**src/rtl/verificador_disparo.sv**
```systemverilog
// Shot checker for the 5x7 ship map: classifies each confirmed shot, keeps shot masks and score.
// Build option REPETIDO_GASTA_EN: a repeated shot also costs one shot.
module verificador_disparo #(
  parameter int MAX_TIROS = 20,
  parameter int CONT_W    = 5
) (
  input  logic              clock,
  input  logic              reset_n,
  input  logic              enable,
  input  logic [6:0]        mapa0,
  input  logic [6:0]        mapa1,
  input  logic [6:0]        mapa2,
  input  logic [6:0]        mapa3,
  input  logic [6:0]        mapa4,
  input  logic [2:0]        linha,
  input  logic [2:0]        coluna,
  input  logic              confirmar,
  output logic              acerto,
  output logic              erro,
  output logic              repetido,
  output logic              invalido,
  output logic [6:0]        tiros0,
  output logic [6:0]        tiros1,
  output logic [6:0]        tiros2,
  output logic [6:0]        tiros3,
  output logic [6:0]        tiros4,
  output logic [CONT_W-1:0] acertos,
  output logic [CONT_W-1:0] tiros_restantes,
  output logic              vitoria,
  output logic              derrota
);

  // state   | meaning
  // OCIOSO  | game phase off, outputs hold
  // CARREGA | one cycle: clear score, count ship cells
  // JOGANDO | waiting for a confirmar press
  // AVALIA  | classify the latched shot
  // VITORIA | all ship cells hit, frozen
  // DERROTA | shots exhausted, frozen
  localparam logic [2:0] OCIOSO  = 3'd0;
  localparam logic [2:0] CARREGA = 3'd1;
  localparam logic [2:0] JOGANDO = 3'd2;
  localparam logic [2:0] AVALIA  = 3'd3;
  localparam logic [2:0] VITORIA = 3'd4;
  localparam logic [2:0] DERROTA = 3'd5;

  logic [2:0]       estado, prox;
  logic             conf_s1, conf_s2, conf_ant, enable_ant;
  logic             conf_borda, en_sobe;
  logic [2:0]       lin_q, col_q;
  logic [5:0]       total_navios, contagem;
  logic [4:0][6:0]  tiros_q;
  logic [6:0]       linha_mapa, linha_tiros, mascara_col;
  logic [7:0]       mapa_ext, tiros_ext;
  logic             fora, ja_atirado, navio;
  logic             c_acerto, c_erro, c_repetido, c_invalido, gasta;
  logic [CONT_W-1:0] acertos_nxt, rest_nxt;
  logic             ganhou;

  function automatic logic [5:0] conta_uns(input logic [34:0] v);
    logic [5:0] n;
    n = '0;
    for (int i = 0; i < 35; i++) n = n + 6'(v[i]);
    return n;
  endfunction

  assign contagem    = conta_uns({mapa4, mapa3, mapa2, mapa1, mapa0});
  assign conf_borda  = conf_s2 & ~conf_ant;
  assign en_sobe     = enable & ~enable_ant;
  assign mascara_col = 7'b1 << col_q;

  always_comb begin
    linha_mapa  = '0;
    linha_tiros = '0;
    case (lin_q)
      3'd0: begin linha_mapa = mapa0; linha_tiros = tiros_q[0]; end
      3'd1: begin linha_mapa = mapa1; linha_tiros = tiros_q[1]; end
      3'd2: begin linha_mapa = mapa2; linha_tiros = tiros_q[2]; end
      3'd3: begin linha_mapa = mapa3; linha_tiros = tiros_q[3]; end
      3'd4: begin linha_mapa = mapa4; linha_tiros = tiros_q[4]; end
      default: ;
    endcase
  end

  // Column 7 lands on the padding bit; it is already flagged invalid anyway.
  assign mapa_ext   = {1'b0, linha_mapa};
  assign tiros_ext  = {1'b0, linha_tiros};
  assign fora       = (lin_q > 3'd4) || (col_q > 3'd6);
  assign ja_atirado = tiros_ext[col_q];
  assign navio      = mapa_ext[col_q];

  always_comb begin
    c_acerto   = 1'b0;
    c_erro     = 1'b0;
    c_repetido = 1'b0;
    c_invalido = 1'b0;
    if (fora)            c_invalido = 1'b1;
    else if (ja_atirado) c_repetido = 1'b1;
    else if (navio)      c_acerto   = 1'b1;
    else                 c_erro     = 1'b1;
`ifdef REPETIDO_GASTA_EN
    gasta = c_acerto | c_erro | c_repetido;
`else
    gasta = c_acerto | c_erro;
`endif
    acertos_nxt = acertos + CONT_W'(c_acerto);
    rest_nxt    = (gasta && (tiros_restantes != '0)) ? tiros_restantes - CONT_W'(1)
                                                     : tiros_restantes;
    ganhou      = (int'(acertos_nxt) == int'(total_navios));
  end

  always_comb begin
    prox = estado;
    if (!enable) begin
      prox = OCIOSO;
    end else begin
      case (estado)
        OCIOSO:  if (en_sobe) prox = CARREGA;
        CARREGA: prox = (contagem == '0) ? VITORIA : JOGANDO;
        JOGANDO: if (conf_borda) prox = AVALIA;
        AVALIA: begin
          if (ganhou)                prox = VITORIA;
          else if (rest_nxt == '0)   prox = DERROTA;
          else                       prox = JOGANDO;
        end
        VITORIA: prox = VITORIA;
        DERROTA: prox = DERROTA;
        default: prox = OCIOSO;
      endcase
    end
  end

  always_ff @(posedge clock or negedge reset_n) begin
    if (!reset_n) begin
      estado          <= OCIOSO;
      conf_s1         <= 1'b0;
      conf_s2         <= 1'b0;
      conf_ant        <= 1'b0;
      enable_ant      <= 1'b0;
      lin_q           <= '0;
      col_q           <= '0;
      total_navios    <= '0;
      tiros_q         <= '0;
      acertos         <= '0;
      tiros_restantes <= CONT_W'(MAX_TIROS);
      vitoria         <= 1'b0;
      derrota         <= 1'b0;
      acerto          <= 1'b0;
      erro            <= 1'b0;
      repetido        <= 1'b0;
      invalido        <= 1'b0;
    end else begin
      estado     <= prox;
      conf_s1    <= confirmar;
      conf_s2    <= conf_s1;
      conf_ant   <= conf_s2;
      enable_ant <= enable;
      acerto     <= 1'b0;
      erro       <= 1'b0;
      repetido   <= 1'b0;
      invalido   <= 1'b0;
      case (estado)
        CARREGA: if (enable) begin
          tiros_q         <= '0;
          acertos         <= '0;
          tiros_restantes <= CONT_W'(MAX_TIROS);
          total_navios    <= contagem;
          vitoria         <= (contagem == '0);
          derrota         <= 1'b0;
        end
        JOGANDO: if (conf_borda) begin
          lin_q <= linha;
          col_q <= coluna;
        end
        // Dropping enable here discards the shot entirely.
        AVALIA: if (enable) begin
          acerto          <= c_acerto;
          erro            <= c_erro;
          repetido        <= c_repetido;
          invalido        <= c_invalido;
          acertos         <= acertos_nxt;
          tiros_restantes <= rest_nxt;
          vitoria         <= ganhou;
          derrota         <= !ganhou && (rest_nxt == '0);
          if (c_acerto || c_erro) begin
            for (int r = 0; r < 5; r++)
              if (lin_q == 3'(r)) tiros_q[r] <= tiros_q[r] | mascara_col;
          end
        end
        default: ;
      endcase
    end
  end

  assign tiros0 = tiros_q[0];
  assign tiros1 = tiros_q[1];
  assign tiros2 = tiros_q[2];
  assign tiros3 = tiros_q[3];
  assign tiros4 = tiros_q[4];

endmodule

```
**config.mk**
```make
export PLATFORM = sky130hd
export DESIGN_NAME = verificador_disparo
export DESIGN_NICKNAME = d
export VERILOG_FILES = /design/src/rtl/verificador_disparo.sv
export SDC_FILE = /design/constraint.sdc
export NUM_CORES = 1
export LEC_CHECK = 0
export ABC_CLOCK_PERIOD_IN_PS = 4000
export BUFFER_PORTS_ARGS = -buffer_cell sky130_fd_sc_hd__buf_4
export CAP_MARGIN = 10
export CORE_UTILIZATION = 41
export DETAILED_ROUTE_END_ITERATION = 10
export GPL_ROUTABILITY_DRIVEN = 1
export SLEW_MARGIN = 20
export SYNTH_ARGS = -nofsm -noshare
export SYNTH_HDL_FRONTEND = slang
export SYNTH_SLANG_ARGS = --single-unit
```
**constraint.sdc**
```tcl
create_clock -name clock -period 4 [get_ports clock]
set_input_delay 0.8 -clock clock [delete_from_list [all_inputs] [get_ports clock]]
set_output_delay 0.8 -clock clock [all_outputs]
set_load 0.01 [all_outputs]
```
==> results of run 1 <==
worst max path at each step:
| stage | from | end | slack [ns] | depth (start not counted) |
|---|---|---|---|---|
| 2_1_floorplan | mapa2[3] | estado[1]$_DFFE_PN0P_ | -1.50 | 19 |
| 3_3_place_gp | mapa1[4] | estado[1]$_DFFE_PN0P_ | -1.75 | 22 |
| 3_5_place_dp | mapa1[4] | estado[1]$_DFFE_PN0P_ | -1.86 | 22 |
| 4_1_cts | mapa1[4] | estado[1]$_DFFE_PN0P_ | -1.50 | 22 |
| 5_1_grt | mapa1[4] | estado[1]$_DFFE_PN0P_ | -1.68 | 22 |
| 6_report | mapa1[4] | estado[1]$_DFFE_PN0P_ | -1.51 | 22 |
sequential cells by signal, summed over array words and instances (netlist names):
signal / count
tiros1: 7
derrota: 1
conf_s1: 1
invalido: 1
col_q: 3
vitoria: 1
conf_ant: 1
repetido: 1
acerto: 1
tiros3: 7
tiros0: 7
tiros_restantes: 5
erro: 1
conf_s2: 1
estado: 3
enable_ant: 1
tiros2: 7
total_navios: 6
tiros4: 7
lin_q: 3
acertos: 5
layer usage:
layer  routed length [um]  GRT usage  vias up
li1                     -          -     1978
met1                 5970      0.315     2047
met2                 6320      0.371      131
met3                  639     0.0459       14
met4                  162     0.0639        0
met5                    0          0        -
final cells by class:
class | count | area share
sequential | 70 | 0.286
multi-input combinational | 358 | 0.440
inverter | 66 | 0.0408
clock buffer | 12 | 0.0402
tap | 143 | 0.0292
timing repair buffer | 127 | 0.160
clock inverter | 4 | 0.00367
synth_stat cells (all sizes together) (3+ instances only):
cell type / n / share of area
o31ai: 5 / 0.0089
clkbuf: 17 / 0.013
xor2: 7 / 0.013
o21ai: 40 / 0.042
nand2: 62 / 0.049
nor3: 8 / 0.0094
fa: 27 / 0.11
nor2b: 6 / 0.0078
o22ai: 7 / 0.010
mux4: 3 / 0.014
a21oi: 36 / 0.038
ha: 10 / 0.026
mux2i: 19 / 0.040
mux2: 7 / 0.016
dfrtp: 68 / 0.35
xnor2: 4 / 0.0073
buf: 8 / 0.014
and2: 4 / 0.0052
nand3: 10 / 0.011
inv: 66 / 0.052
nor3b: 3 / 0.0047
a31oi: 3 / 0.0052
nand3b: 5 / 0.0078
nor2: 46 / 0.037
a22oi: 3 / 0.0047
nand2b: 6 / 0.0078
per-stage QoR:
stage          hold slack (ns)  worst slack [ns]  TNS, ns
2_1_floorplan            0.331             -1.50    -9.17
3_3_place_gp             0.349             -1.75   -11.87
3_5_place_dp             0.344             -1.86   -12.64
4_1_cts                  0.357             -1.50    -9.08
5_1_grt                  0.365             -1.68   -10.31
6_report                 0.353             -1.51    -9.14
critical path, stage by stage:
cell     delay, ns
buf_8         0.08
inv_4         0.03
fa_1          0.54
inv_1         0.06
fa_1          0.48
inv_1         0.05
fa_1          0.46
fa_1          0.52
fa_1          0.43
fa_1          0.49
inv_1         0.05
fa_2          0.35
inv_2         0.08
fa_2          0.20
inv_1         0.04
a21o_1        0.18
a21oi_2       0.14
xor2_1        0.19
a31oi_1       0.15
mux2i_1       0.17
nor3b_1       0.07
a41o_1        0.20
cells by family after synthesis:
kind of cell	Yosys count	share of synthesized area
compound gates	118	0.163
xor+xnor	11	0.0201
fa+ha+maj	37	0.139
buf+inv	91	0.0791
flops	70	0.366
mux	29	0.0702
simple gates	163	0.163
repair_timing:
item	in CTS	in global routing
gates resized for setup	10	5
setup buffers	1	2
endpoints found under the setup margin	9	11
pin swaps	9	2
power breakdown:
part	internal (mW)	leakage, nW	switching, mW
logic	1.52	2.00	1.65
registers	0.850	0.935	0.222
clock network	0.433	0.132	0.302
==> reports/qor.yml, run 1 <==
final_max_slew_viol_count: 0
stdcell_count: 780
rsz0062_at_grt: "yes"
ir_drop_v: 0.000438
p_leak_nw: 3.06
clock_latency_ns: 0.34
die_y_um: 110
via_per_inst: 5.35
io_buffers: 95
finalSetupViolCount: 9
status: "finished, violations left"
drc: 0
cts_max_level: 3
synthesis.area_sq_mm: 0.00479
path_clk_slew_ns: 0.06
cp.arrival_ns: 5.73
wirelength_um: 13100
power-per-cell-area_mw_per_mm2: 812
synthCells: 519
postRouteAntennaNets: 0
syn2layout_area_growth_pct: 27.8
hold_viol: 0
endpoint_kind: "flop"
clockRootBuffer: "clkbuf_16"
dr.pass1.iters: 4
reg2reg_to: "estado[1]$_DFFE_PN0P_"
min_to: "conf_s2$_DFF_PN0_"
path_max_fanout: 3
grt_usage: 0.230
start_util: 0.420
nNetsFinal: 714
cp.required_ns: 4.22
cp-start-kind: "primary input"
core_area_sq_mm: 0.0114
vias: 4170
synth-main-ff-cell: "dfrtp_1"
layout_min_cycle_time_ns: 5.51
syn_area_per_cell_sq_um: 9.24
placed_area_sq_mm: 0.00581
drv_cap: 0
cts_tree: "yes"
seqCellArea_sq_mm: 0.00176
place_inst: 762
io_pins: 96
grt_overflow: 0
ys_types: 64
async_flop_share: 1.00
fin_skew_ns: 0.00592
place_hpwl_um: 9910
hold_path_class: "reg2reg"
fmax_mhz: 181
r2r-start: "lin_q[1]$_DFFE_PN0P_"
die-area_sq_mm: 0.0121
grt_max_degree: 71
most-common-layout-cells: "buf_4 (123), dfrtp_1 (67), inv_1 (62), nand2_1 (61), nor2_1 (44)"
grt_pass1_vias: 4068
r2r_slack_ns: 0.27
hold_start: "conf_s1$_DFF_PN0_"
worstSetupPathType: "in2reg"
fillers: 1095
reg2reg_depth: 13
cts_sinks: 70
tightest_slew_ns: 0.896
cts-buffers-inserted: 9
grt_first_pass_wirelength_um: 20700
synth.ff_latch_count: 70
multiInputGateArea_sq_mm: 0.00270
dr.first_iter.drc_count: 439
cts-hold-fix-buffers: 0
yosysWarnings: 0
period_share: 1.38
rows: 39
synth_seq_area_share: 0.366
clockBufferDepth: 2
antenna_found_initial: 0
fin_util: 0.537
relSlewSlack: 0.402
violations: "setup timing"
layout_setup_ws_ns: -1.51
fin_area_sq_mm: 0.00613
synth.net_count: 601
die_w_um: 110
power_mw: 4.98
whs_path_depth: 0
synth_edf_count: 0
final_common_cell: "buf_4"
n_antenna_cell: 0
drive_above_1_share: 0.284
gp_congestion: 0.861
wl_per_cell_um: 16.8
Power figures use the tool's default switching activity.
==> inputs of run 2 (changes only) <==
--- a/config.mk
+++ b/config.mk
@@ -8,6 +8,7 @@
 export ABC_CLOCK_PERIOD_IN_PS = 4000
 export BUFFER_PORTS_ARGS = -buffer_cell sky130_fd_sc_hd__buf_4
 export CAP_MARGIN = 10
+export CORE_MARGIN = 4
 export CORE_UTILIZATION = 41
 export DETAILED_ROUTE_END_ITERATION = 10
 export GPL_ROUTABILITY_DRIVEN = 1
==> run 2 against run 1 <==
- global-route usage decreased by 2.5 points
- combinational power increased by 6%
- worst hold slack improved by 0.00094 ns
- wire length increased by 3.3%
- worst setup slack got worse by 0.019 ns
- the flow still finishes with violations (setup timing)
- largest power group unchanged
- clock power increased by 15%
- die area increased by 11%
- largest cell class unchanged
- utilization increased by 0.93 points
- clock-buffer cell count decreased by 1
- clock skew increased by 0.0053 ns
==> reports/qor.yml, run 2 (synthesis gave the netlist of run 1 again) <==
cts_tree: "yes"
finalSetupTns_ns: -9.22  # -0.0714 ns
io_buffers: 95  # unchanged
cts_sinks: 70  # unchanged
syn2layout_area_growth_pct: 30.1
dr.pass1.iters: 5  # +1
status: "finished, violations left"
final_max_slew_viol_count: 0  # unchanged
rsz0062_at_grt: "yes"
grt_first_pass_wirelength_um: 21500  # +4.0%
cp_common_cell: "fa_1"
min_to: "conf_s2$_DFF_PN0_"
period_share: 1.38  # +0.00479
worstSetupPathType: "in2reg"
endpoint_kind: "flop"
reg2reg_depth: 14  # +1
whs_path_depth: 0  # unchanged
drive_above_1_share: 0.299  # +0.0145
p_leak_nw: 3.12  # +1.8%
core_area_sq_mm: 0.0114  # unchanged
r2r-start: "lin_q[0]$_DFFE_PN0P_"
fin_skew_ns: 0.0112  # +0.00527 ns
hold_ws_ns: 0.354  # +0.000943 ns
die_w_um: 116  # +5.4%
via_per_inst: 5.41  # +1.1%
violations: "setup timing"
dr.first_iter.drc_count: 317  # -28%
r2r_slack_ns: 0.26  # about the same
cp.arrival_ns: 5.74  # about the same
drc: 0  # unchanged
place_hpwl_um: 10300  # +4.0%
vias: 4249  # +1.9%
hold_start: "conf_s1$_DFF_PN0_"
cp.required_ns: 4.22  # about the same
most-common-layout-cells: "buf_4 (128), dfrtp_1 (68), inv_1 (61), nand2_1 (61), nor2_1 (44)"
hold_viol: 0  # unchanged
gp_congestion: 0.854  # -0.79%
wl_per_cell_um: 17.2  # +2.5%
grt_usage: 0.205  # -0.0251
path_clk_slew_ns: 0.06  # about the same
io_pins: 96  # unchanged
path_max_fanout: 3  # unchanged
antenna_found_initial: 0  # unchanged
ir_drop_v: 0.000459  # +4.6%
layout_min_cycle_time_ns: 5.53  # +0.0191 ns
layout_setup_ws_ns: -1.53  # -0.0192 ns
clockRootBuffer: "clkbuf_16"
grt_pass1_vias: 4132  # +1.6%
reg2reg_to: "estado[1]$_DFFE_PN0P_"
grt_max_degree: 71  # unchanged
cts-buffers-inserted: 9  # unchanged
n_antenna_cell: 0  # unchanged
clockBufferDepth: 2  # unchanged
cts_max_level: 3  # unchanged
clock_latency_ns: 0.33  # about the same
nNetsFinal: 720  # +0.84%
slowest_stage: "fa_1"
cp_slowest_stage_delay_ns: 0.54  # about the same
finalSetupViolCount: 9  # unchanged
start_util: 0.420  # unchanged
drv_cap: 0  # unchanged
die-area_sq_mm: 0.0135  # +11%
wirelength_um: 13500  # +3.3%
postRouteAntennaNets: 0  # unchanged
fmax_mhz: 181  # -0.35%
rows: 39  # unchanged
worstPathCellList: "buf_6 -> fa_1 -> inv_1 -> fa_2 -> fa_1 -> fa_1 -> fa_1 -> fa_1 -> inv_2 -> fa_2 -> inv_2 -> fa_2 -> inv_2 -> a21o_1 -> a21oi_2 -> xor2_1 -> a31oi_2 -> mux2i_1 -> nor3b_1 -> a41o_1"
tightest_slew_ns: 0.899  # +0.00267 ns
grt_overflow: 0  # unchanged
final_common_cell: "buf_4"
cp-start-kind: "primary input"
relSlewSlack: 0.399  # -0.00323
power-per-cell-area_mw_per_mm2: 848  # +4.4%
die_y_um: 116  # +5.4%
hold_path_class: "reg2reg"
-- run 2: cell count changes in the layout (fill, tap and decap cells not counted), sizes merged --
cell / delta
buf: +6
bufinv: +1
clkbuf: -1
clkinv: -2
inv: +2
-- run 2: where the power goes --
group	switching (mW)	total, mW	internal [mW]	leakage (nW)
Clock	0.320	0.843	0.523	0.153
Combinational	1.73	3.35	1.62	2.03
Sequential	0.242	1.09	0.848	0.936
-- run 2: stage by stage --
| stage | total power, mW | util | instances | setup WS, ns | cell area (sq um) |
|---|---|---|---|---|---|
| after detailed placement | 4.10 | 0.511 | 765 | -1.86 | 5830 |
| after floorplan | 3.11 | - | 519 | -1.50 | 4810 |
| after global placement | 4.02 | 0.511 | 765 | -1.75 | 5830 |
| final | 5.29 | 0.546 | 786 | -1.53 | 6240 |
| after global routing | 5.68 | 0.546 | 786 | -1.74 | 6240 |
| after CTS | 5.02 | 0.541 | 783 | -1.48 | 6180 |
-- run 2: critical path, delay by kind of cell --
kind                       cells  cell delay [ns]
adders and majority gates      8             3.50
buffers and inverters          5             0.29
AOI/OAI and AO/OA              4             0.67
muxes                          1             0.18
xor gates and xnor gates       1             0.22
and+or+nand+nor                1             0.07
-- run 2: worst max-delay path by stage --
stage             start                    end  cells past startpoint
4_1_cts        mapa1[4]  estado[1]$_DFFE_PN0P_                     22
3_5_place_dp   mapa1[4]  estado[1]$_DFFE_PN0P_                     22
2_1_floorplan  mapa2[3]  estado[1]$_DFFE_PN0P_                     19
3_3_place_gp   mapa1[4]  estado[1]$_DFFE_PN0P_                     22
5_1_grt        mapa1[4]  estado[1]$_DFFE_PN0P_                     22
6_report       mapa2[3]  estado[1]$_DFFE_PN0P_                     20
-- run 2: routing by layer --
layer / routed length, um / vias to the layer above / GRT usage
met5: 0 / - / 0
met4: 141 / 0 / 0.0363
met3: 832 / 19 / 0.0342
met2: 6670 / 150 / 0.343
met1: 5880 / 2088 / 0.285
li1: - / 1992 / -
-- run 2: timing repair --
action                     4_1_cts  5_1_grt
setup endpoints to repair        9        9
buffers inserted                 2        3
gates resized for setup          8       11
hold buffers                     0        0
pin swaps                        2        5
-- run 2: final cells by class --
class,instances,area [sq um]
inverter,66,250
tap,143,179
timing repair buffer,133,1030
fill,1080,5180
clock buffer,11,253
multi-input combinational,358,2710
sequential,70,1750
clock inverter,5,63.8
==> inputs of run 3 (changes only) <==
--- a/config.mk
+++ b/config.mk
@@ -5,6 +5,7 @@
 export SDC_FILE = /design/constraint.sdc
 export NUM_CORES = 1
 export LEC_CHECK = 0
+export ABC_AREA = 1
 export ABC_CLOCK_PERIOD_IN_PS = 4000
 export BUFFER_PORTS_ARGS = -buffer_cell sky130_fd_sc_hd__buf_4
 export CAP_MARGIN = 10
@@ -12,6 +13,7 @@
 export CORE_UTILIZATION = 41
 export DETAILED_ROUTE_END_ITERATION = 10
 export GPL_ROUTABILITY_DRIVEN = 1
+export PLACE_DENSITY = 0.59
 export SLEW_MARGIN = 20
 export SYNTH_ARGS = -nofsm -noshare
 export SYNTH_HDL_FRONTEND = slang
==> run 3 against run 2 <==
- the flow still finishes with violations (setup timing)
- first-iteration DRC count fell by 1.9%
- critical path depth rose by 4
- worst hold slack gained 0.0047 ns
- combinational power rose by 11%
- largest cell class unchanged
- highest routed layer unchanged
==> reports/qor.yml, run 3 <==
yosysMostFrequentCell: "inv_1"
yosysWarnings: 0  # unchanged
n_antenna_cell: 0  # unchanged
cts_tree: "yes"
dp_slack_ns: -1.79  # +0.0665 ns
start_util: 0.423  # +0.00265
synth_edf_count: 0  # unchanged
path_max_fanout: 3  # unchanged
path_clk_slew_ns: 0.08  # +0.02 ns
fillers: 1043  # -3.4%
hold_ws_ns: 0.358  # +0.00471 ns
syn2layout_area_growth_pct: 34.0
finalSetupTns_ns: -8.22  # +0.998 ns
violations: "setup timing"
fin_skew_ns: 0.00858  # -0.00261 ns
cp-start-kind: "primary input"
cts-buffers-inserted: 9  # unchanged
synth_top_family_by_area: "simple AND/OR/NAND/NOR gates"
die_w_um: 114  # -1.9%
cp.required_ns: 4.26  # +0.04 ns
postRouteAntennaNets: 0  # unchanged
antenna_found_initial: 0  # unchanged
ir_drop_v: 0.000564  # +23%
cts_sinks: 70  # unchanged
synth_fa_ha_area_frac: 0.145  # +0.00585
wl_per_cell_um: 16.3  # -5.5%
syn_area_per_cell_sq_um: 8.07  # -13%
io_buffers: 95  # unchanged
layout_min_cycle_time_ns: 5.29  # -0.240 ns
synth-xor-area-share: 0.0190  # -0.00106
finalSetupViolCount: 9  # unchanged
synth_top_area_cell: "dfrtp_1"
grt_overflow: 0  # unchanged
seqCellArea_sq_mm: 0.00175  # unchanged
via_per_inst: 5.09  # -5.8%
synthCells: 570  # +9.8%
most-common-layout-cells: "buf_4 (143), inv_1 (114), nand2_1 (93), dfrtp_1 (68), a21oi_1 (50)"
fmax_mhz: 189  # +4.5%
dr.pass1.iters: 5  # unchanged
clock_latency_ns: 0.37  # +0.04 ns
dr.first_iter.drc_count: 311  # -1.9%
synth_area_leaders: "dfrtp_1 (37%), fa_1 (12%), inv_1 (10%), nand2_1 (7.6%), a21oi_1 (5.7%)"
status: "finished, violations left"
vias: 4399  # +3.5%
wirelength_um: 14100  # +3.9%
synth_common_cells: "inv_1 (127), nand2_1 (93), dfrtp_1 (68), a21oi_1 (52), nor2_1 (42)"
cts_max_level: 3  # unchanged
gp_congestion: 0.919  # +7.6%
nNetsFinal: 801  # +11%
grt_first_pass_wirelength_um: 22700  # +5.2%
die_y_um: 114  # -1.9%
rsz0062_at_grt: "yes"
layout_setup_ws_ns: -1.29  # +0.240 ns
tightest_slew_ns: 0.912  # +0.0127 ns
period_share: 1.32  # -0.0600
cp.arrival_ns: 5.55  # -0.19 ns
cts-hold-fix-buffers: 0  # unchanged
synth.net_count: 652  # +8.5%
power-per-cell-area_mw_per_mm2: 901  # +6.3%
stdcell_count: 864  # +9.9%
die-area_sq_mm: 0.0130  # -3.8%
synthesis.area_sq_mm: 0.00460  # -4.0%
drive_above_1_share: 0.297  # -0.00164
clockBufferDepth: 2  # unchanged
drc: 0  # unchanged
grt_max_degree: 71  # unchanged
drv_cap: 0  # unchanged
synth.ff_latch_count: 70  # unchanged
synth_seq_area_share: 0.381  # +0.0154
place_hpwl_um: 10800  # +4.8%
synthSimpleGateAreaFrac: 0.182  # +0.0189
grt_pass1_vias: 4451  # +7.7%
p_leak_nw: 3.11  # -0.18%
hold_viol: 0  # unchanged
r2r_slack_ns: 0.33  # +0.07 ns
final_common_cell: "buf_4"
synth-compound-area-share: 0.152  # -0.0108
io_pins: 96  # unchanged
ys_types: 37  # -42%
rows: 38  # -2.6%
clockRootBuffer: "clkbuf_8"
multiInputGateArea_sq_mm: 0.00238  # -12%
endpoint_kind: "flop"
final_max_slew_viol_count: 0  # unchanged
muxShareOfSynthArea: 0.00490  # -0.0653
core_area_sq_mm: 0.0109  # -4.6%
place_inst: 846  # +11%
grt_usage: 0.225  # +0.0204
synth-main-ff-cell: "dfrtp_1"
hold_path_class: "reg2reg"
worstSetupPathType: "in2reg"
async_flop_share: 1.00  # unchanged
yosysTopAreaCellShare: 0.370  # +0.0150
relSlewSlack: 0.392  # -0.00702
run 3: cell types whose count changed after synthesis, sizes merged, moves of 5 or more:
cell,before,now
inv,66,130
nand2,62,95
nand3,10,31
a21oi,36,56
mux2i,19,0
nand4,1,13
clkbuf,17,6
nand2b,6,0
nor2b,6,0
mux2,7,2
nand3b,5,0
nor3,8,3
o31ai,5,0
run 3: metal layers:
| metal | track usage | vias up | wire length, um |
|---|---|---|---|
| met1 | 0.308 | 2151 | 6390 |
| met5 | 0 | - | 0 |
| met2 | 0.367 | 123 | 6700 |
| met3 | 0.0488 | 17 | 761 |
| met4 | 0.0538 | 0 | 202 |
| li1 | - | 2108 | - |
run 3: report_power, final:
group / total (mW) / internal, mW / switching, mW / leakage [nW]
clock network: 0.613 / 0.321 / 0.292 / 0.0976
registers: 1.23 / 0.971 / 0.258 / 0.920
logic: 3.72 / 1.70 / 2.02 / 2.10
total: 5.56 / 2.99 / 2.56 / 3.11
run 3: critical path, cell delays in order:
cell	delay, ns
buf_8	0.09
inv_8	0.03
fa_1	0.53
inv_1	0.05
fa_1	0.48
inv_2	0.04
fa_2	0.53
fa_1	0.45
fa_1	0.46
fa_1	0.49
inv_1	0.05
fa_2	0.33
inv_2	0.08
nor2_2	0.04
a211oi_2	0.13
inv_1	0.08
nand2_1	0.08
inv_2	0.04
o21ai_2	0.11
nand4_1	0.11
nor3_2	0.28
nor2_1	0.08
a21oi_1	0.12
a21oi_1	0.07
run 3: layout make-up:
type                       instances  area share
clock buffer                      11      0.0246
clock inverter                     5     0.00933
inverter                         130      0.0804
multi-input combinational        359       0.386
sequential                        70       0.284
tap                              140      0.0284
timing repair buffer             149       0.187
run 3: kinds of logic after synthesis:
family | after synthesis
adder cells (fa/ha/maj) | 37
XOR/XNOR | 10
multiplexers | 2
flip-flops | 70
AO/OA/AOI/OAI | 118
AND/OR/NAND/NOR | 192
buffers and inverters | 141
run 3: repair_timing:
item,4_1_cts,5_1_grt
pin swaps,9,5
setup endpoints to repair,9,11
setup buffers,2,2
resized for setup,15,17
run 3: path summary, 6_finish.rpt:
| path | from | end | cells after the start |
|---|---|---|---|
| setup / recovery | mapa1[4] | estado[1]$_DFFE_PN0P_ | 24 |
| hold / removal | conf_s1$_DFF_PN0_ | conf_s2$_DFF_PN0_ | 0 |
| setup reg to reg | lin_q[2]$_DFFE_PN0P_ | estado[0]$_DFFE_PN0P_ | 19 |
| hold reg to reg | conf_s1$_DFF_PN0_ | conf_s2$_DFF_PN0_ | 0 |
| max in group asynchronous | reset_n | tiros0[6]$_DFFE_PN0P_ | 1 |
| min in group asynchronous | reset_n | acertos[1]$_DFFE_PN0P_ | 1 |
run 3: metrics by stage:
step | utilization | total power [mW] | area (sq um)
final | 0.566 | 5.56 | 6170
after global routing | 0.566 | 6.04 | 6170
after CTS | 0.561 | 5.32 | 6110
after detailed placement | 0.539 | 4.63 | 5870
after global placement | 0.539 | 4.55 | 5870
after floorplan | - | 3.11 | 4620
